**src/rtl/uart_transceiver.sv**
```systemverilog
// uart_transceiver: full-duplex 8N1 UART with shared baud ticks, LED mirror and TX copy.
// Define UART_RX_SYNC_EN to pass RX through a 2-flop synchronizer before the receiver.
module uart_transceiver #(
  parameter int CLK_FREQ = 50000000,
  parameter int BAUD = 115200,
  parameter int TX_DIV = CLK_FREQ / BAUD,
  parameter int RX_DIV = CLK_FREQ / (BAUD * 16)
) (
  input  logic       CLK,
  input  logic       RST,
  input  logic [7:0] DATA_IN,
  input  logic       WR_EN,
  output logic       TX_BUSY,
  output logic       TX,
  output logic       TX2,
  input  logic       RX,
  output logic       READY,
  input  logic       READY_CLR,
  output logic [7:0] DATA_OUT,
  output logic [7:0] LEDR,
  output logic       txen,
  output logic       rxen
);
  localparam int TW = $clog2(TX_DIV + 1);
  localparam int RW = $clog2(RX_DIV + 1);
  typedef enum logic [1:0] {IDLE, START, DATA, STOP} state_t;
  logic [TW-1:0] tx_cnt_q;
  logic [RW-1:0] rx_cnt_q;
  logic txen_q, rxen_q, tx_wrap, rx_wrap;
  assign tx_wrap = tx_cnt_q == TW'(TX_DIV - 1);
  assign rx_wrap = rx_cnt_q == RW'(RX_DIV - 1);
  always_ff @(posedge CLK or posedge RST)
    if (RST) begin
      tx_cnt_q <= '0;
      rx_cnt_q <= '0;
      txen_q <= 1'b0;
      rxen_q <= 1'b0;
    end else begin
      tx_cnt_q <= tx_wrap ? '0 : tx_cnt_q + TW'(1);
      rx_cnt_q <= rx_wrap ? '0 : rx_cnt_q + RW'(1);
      txen_q <= tx_wrap;
      rxen_q <= rx_wrap;
    end
  state_t tx_st_q, tx_st_d;
  logic [7:0] tx_byte_q, tx_byte_d;
  logic [3:0] tx_bit_q, tx_bit_d;
  logic tx_q, tx_d;
  // bit index 8 in DATA emits the stop level; STOP then holds it for one full tick period
  always_comb begin
    tx_st_d = tx_st_q;
    tx_byte_d = tx_byte_q;
    tx_bit_d = tx_bit_q;
    tx_d = tx_q;
    case (tx_st_q)
      IDLE: if (WR_EN) begin
        tx_st_d = START;
        tx_byte_d = DATA_IN;
      end
      START: if (txen_q) begin
        tx_st_d = DATA;
        tx_d = 1'b0;
        tx_bit_d = 4'd0;
      end
      DATA: if (txen_q) begin
        tx_d = tx_bit_q[3] | tx_byte_q[tx_bit_q[2:0]];
        tx_bit_d = tx_bit_q + 4'd1;
        tx_st_d = tx_bit_q[3] ? STOP : DATA;
      end
      STOP: if (txen_q) tx_st_d = IDLE;
      default: tx_st_d = IDLE;
    endcase
  end
  always_ff @(posedge CLK or posedge RST)
    if (RST) begin
      tx_st_q <= IDLE;
      tx_byte_q <= 8'h00;
      tx_bit_q <= 4'd0;
      tx_q <= 1'b1;
    end else begin
      tx_st_q <= tx_st_d;
      tx_byte_q <= tx_byte_d;
      tx_bit_q <= tx_bit_d;
      tx_q <= tx_d;
    end
  logic rx_in;
`ifdef UART_RX_SYNC_EN
  logic [1:0] rx_sync_q;
  always_ff @(posedge CLK or posedge RST)
    if (RST) rx_sync_q <= 2'b11;
    else rx_sync_q <= {rx_sync_q[0], RX};
  assign rx_in = rx_sync_q[1];
`else
  assign rx_in = RX;
`endif
  state_t rx_st_q, rx_st_d;
  logic [3:0] rx_smp_q, rx_smp_d;
  logic [2:0] rx_bit_q, rx_bit_d;
  logic [7:0] rx_sh_q, rx_sh_d, dout_q, dout_d;
  logic ready_q, ready_d, good;
  // the 4-bit sample counter wraps 15->0 on its own, so DATA and STOP start aligned
  always_comb begin
    rx_st_d = rx_st_q;
    rx_smp_d = rx_smp_q;
    rx_bit_d = rx_bit_q;
    rx_sh_d = rx_sh_q;
    good = 1'b0;
    if (rxen_q)
      case (rx_st_q)
        IDLE: if (!rx_in) begin
          rx_st_d = START;
          rx_smp_d = 4'd0;
        end
        START: begin
          rx_smp_d = rx_smp_q + 4'd1;
          if (rx_smp_q == 4'd7) begin
            rx_st_d = rx_in ? IDLE : DATA;
            rx_smp_d = 4'd0;
            rx_bit_d = 3'd0;
          end
        end
        DATA: begin
          rx_smp_d = rx_smp_q + 4'd1;
          if (rx_smp_q == 4'd15) begin
            rx_sh_d = {rx_in, rx_sh_q[7:1]};
            rx_bit_d = rx_bit_q + 3'd1;
            rx_st_d = rx_bit_q == 3'd7 ? STOP : DATA;
          end
        end
        STOP: begin
          rx_smp_d = rx_smp_q + 4'd1;
          if (rx_smp_q == 4'd15) begin
            rx_st_d = IDLE;
            good = rx_in;
          end
        end
        default: rx_st_d = IDLE;
      endcase
    dout_d = good ? rx_sh_q : dout_q;
    ready_d = good | (ready_q & ~READY_CLR);
  end
  always_ff @(posedge CLK or posedge RST)
    if (RST) begin
      rx_st_q <= IDLE;
      rx_smp_q <= 4'd0;
      rx_bit_q <= 3'd0;
      rx_sh_q <= 8'h00;
      dout_q <= 8'h00;
      ready_q <= 1'b0;
    end else begin
      rx_st_q <= rx_st_d;
      rx_smp_q <= rx_smp_d;
      rx_bit_q <= rx_bit_d;
      rx_sh_q <= rx_sh_d;
      dout_q <= dout_d;
      ready_q <= ready_d;
    end
  assign TX_BUSY = tx_st_q != IDLE;
  assign TX = tx_q;
  assign TX2 = tx_q;
  assign READY = ready_q;
  assign DATA_OUT = dout_q;
  assign LEDR = dout_q;
  assign txen = txen_q;
  assign rxen = rxen_q;
endmodule

```
**config.mk**
```make
export PLATFORM = sky130hd
export DESIGN_NAME = uart_transceiver
export DESIGN_NICKNAME = d
export VERILOG_FILES = /design/src/rtl/uart_transceiver.sv
export SDC_FILE = /design/constraint.sdc
export NUM_CORES = 1
export LEC_CHECK = 0
export ABC_AREA = 0
export BUFFER_PORTS_ARGS = -buffer_cell sky130_fd_sc_hd__buf_2
export CAP_MARGIN = 40
export CORE_ASPECT_RATIO = 1.4
export CORE_MARGIN = 3
export CORE_UTILIZATION = 40
export CTS_CLUSTER_DIAMETER = 100
export CTS_CLUSTER_SIZE = 8
export DETAILED_ROUTE_END_ITERATION = 10
export GPL_TIMING_DRIVEN = 0
export PLACE_DENSITY_LB_ADDON = 0.3
export SYNTH_ARGS = -nofsm -noshare
export SYNTH_HDL_FRONTEND = slang
export SYNTH_SLANG_ARGS = --single-unit
```
**constraint.sdc**
```tcl
create_clock -name CLK -period 1.85 [get_ports CLK]
set_input_delay 0.4625 -clock CLK [delete_from_list [all_inputs] [get_ports CLK]]
set_output_delay 0.4625 -clock CLK [all_outputs]
set_load 0.02 [all_outputs]
```
==> impl_results.md <==
* CTS buffer count at 9
* Max-cap check violation count at 0
* Outcome: finished, final reports clean
* Placed Instances at 340
* Worst setup path class: register to register
* Share of synthesized registers carrying an async set or reset at 100%
* Worst Path Max Fanout at 10
* H-tree depth at 3
* Setup Total Neg Slack at 0 ns
* Gr ovfl total at 0
* Measured slew at the worst slew-check pin at 0.595 ns
* DRC at 0
* Drt pass-1 iters at 4
* Area growth syn-to-layout at 18.6%
* Netlist cell types at 37
* Largest net degree at the start of global routing at 38
* Hpwl dp at 3220 um
* Mapped Nets at 259
* Rel. slew slack at 60.0%
* Worst Path Required at 2.07 ns
* VDD IR-drop max at 357 uV
* Die Y at 103 um
* Final hold viol count at 0
* Multi-input logic area at 1100 sq um
* DR iter-0 viols at 140
* Worst hold path type: primary input to async pin
* Ys Warns at 0
* Clock transition at path regs at 0.06 ns
* Global Route Usage Sum at 13.0%
* Post-route clock period utilization at 93.8%
* Final core occ at 50.1%
* WL/cell at 12.8 um
* Flop-to-flop setup slack at 0.11 ns
* FILL cells at 578
* Crit-path slowest cell: dfrtp_1
* Via count at 1785
* Crit path launch type: register
* DIE AREA at 7730 sq um
* Max-slew violations at 0
* Buf/Inv on CP at 1
* Die span in x at 75.2 um
* Cell Chain, Critical Path: ha_1 -> nand3_1 -> nor3_1 -> clkbuf_4 -> mux2_2
* Mapped cell area at 2680 sq um
* Sink Count at 57
* Share of layout cells above drive strength 1 at 33.5%
* Primary FF master, synth: dfrtp_1
* Power per Cell Area at 795 nW/um^2
* Number of synthesized flops with an enable pin at 0
* CP endpoint kind: register
* Vias in the first global route at 1692
* Core footprint at 6340 sq um
* Initial antenna violation count at 0
* Port bufs at 34
* Minimum clock period at 1.74 ns
* Routability cong. at 0.801
* Number of diodes at 0
* First-pass GRT wire length at 7560 um
* Yosys reg bits at 57
* Number of I/O pins at 35
* Syn avg cell area at 11.5 sq um
* Later-pin clock latency in the skew report at 0.33 ns
* Syn Inst Count at 233
* Starting Density at 42.3%
* RSZ-0062 raised after global routing: false
* Pleak at 1.60 nW
* Slowest stage delay, CP at 0.39 ns
* # setup viols final at 0
* Final WL at 4550 um
* Hold Buf Count CTS at 0
* Rows at 34
* Delay-heaviest family, CP: flip-flops
* Final ANT Viol Nets at 0
* CTS Buffer Depth at 2
* Vias/cell at 5.01
* Skew final at 0.00575 ns
* Root buf cell: clkbuf_8
* Reg area at 1430 sq um
* Fmax at 0.576 GHz
* Seq/Total Area, Yosys at 53.3%
* TritonCTS clock tree: done
* Layout Cells excl Fill at 356
* Nets at 305
* Critical Path AT at 1.95 ns
-- per-stage QoR --
step / hold slack, ns / power, mW / worst slack (ns) / cell area (sq um)
floorplan: 0.455 / 1.31 / 0.278 / 2680
global placement: 0.470 / 1.34 / 0.0876 / 2940
detailed placement: 0.486 / 1.34 / 0.0819 / 2960
CTS: 0.159 / 2.57 / 0.0678 / 3170
global route: 0.179 / 2.63 / 0.000821 / 3180
finish: 0.155 / 2.53 / 0.114 / 3180
-- layout make-up --
| type | instances | area share (%) |
|---|---|---|
| plain buffers | 15 | 3.31 |
| clock buffers | 14 | 5.43 |
| clock inverters | 2 | 1.10 |
| inverters | 15 | 1.89 |
| multi-input cells | 146 | 34.5 |
| flip-flops and latches | 57 | 44.9 |
| well taps | 72 | 2.83 |
| repair buffers | 35 | 5.98 |
-- registers in the layout (all words and copies together), names as in the netlist, named ones only --
name       count
rx_st_q        1
rx_sh_q        8
tx_st_q        2
rx_smp_q       4
rx_cnt_q       5
READY          1
rx_bit_q       3
tx_bit_q       4
rxen           1
txen           1
tx_cnt_q       9
DATA_OUT       8
TX             1
tx_byte_q      8
-- cells by family (layout without fill, tap and decap cells) --
kind of cell,Yosys count,after routing,share of synthesized area (%)
adders and majority gates,13,13,6.07
xor gates and xnor gates,5,5,1.64
and+or+nand+nor,57,57,10.4
DFF,57,57,53.3
buffers and inverters,30,81,5.93
AOI/OAI and AO/OA,41,41,9.76
muxes,30,30,12.9
-- report_power, final --
part           total (mW)  internal, mW  switching (mW)
clock                1.21         0.731           0.476
combinational      0.0627        0.0226          0.0401
sequential           1.26          1.25         0.00465
-- repair_timing --
| action | CTS | global route |
|---|---|---|
| endpoints found under the setup margin | 0 | 15 |
| resized for setup | 0 | 2 |
| setup buffers | 0 | 0 |
-- routing by layer --
layer	global-route usage, %	part of all wire, %
met5	0	0
met3	4.88	5.0
met2	20.7	47
met1	15.5	46
met4	6.06	2.0
-- cell usage in the layout (no fill, tap or decap), types with 4 or more instances in the layout --
cell type,n
nand3_1,12
nand4_1,4
ha_1,13
inv_1,14
dfrtp_1,56
nand2_1,17
clkbuf_8,12
a21oi_1,9
buf_4,9
nor2_1,13
mux2_2,26
o21ai_0,11
a22o_1,5
buf_2,37
-- worst paths after layout --
check | depth (start not counted) | to | start
max | 5 | rx_sh_q[1] | rx_smp_q[0]
min | 2 | tx_bit_q[0] | RST
max reg2reg | 5 | rx_sh_q[1] | rx_smp_q[0]
min reg2reg | 1 | rx_cnt_q[0] | rx_cnt_q[0]
max in group asynchronous | 3 | rx_bit_q[2] | RST
min in group CLK | 2 | READY | READY_CLR
-- synth_stat cells, drive strengths merged (2+ instances only) --
cell,number,area share (%)
o31ai,2,0.56
ha,13,6.1
mux2i,3,1.1
nor2,14,2.1
xnor2,3,0.98
nand2,17,2.4
nand3,12,2.2
o21a,3,0.84
nand2b,2,0.47
o22ai,3,0.70
o21ai,14,2.6
nand4,4,0.93
xor2,2,0.65
buf,14,3.7
nor3,2,0.37
a22o,5,1.6
mux2,26,11
dfrtp,56,52
inv,15,2.1
or3,2,0.47
a21oi,9,1.7
(Power assumes the default switching activity.)
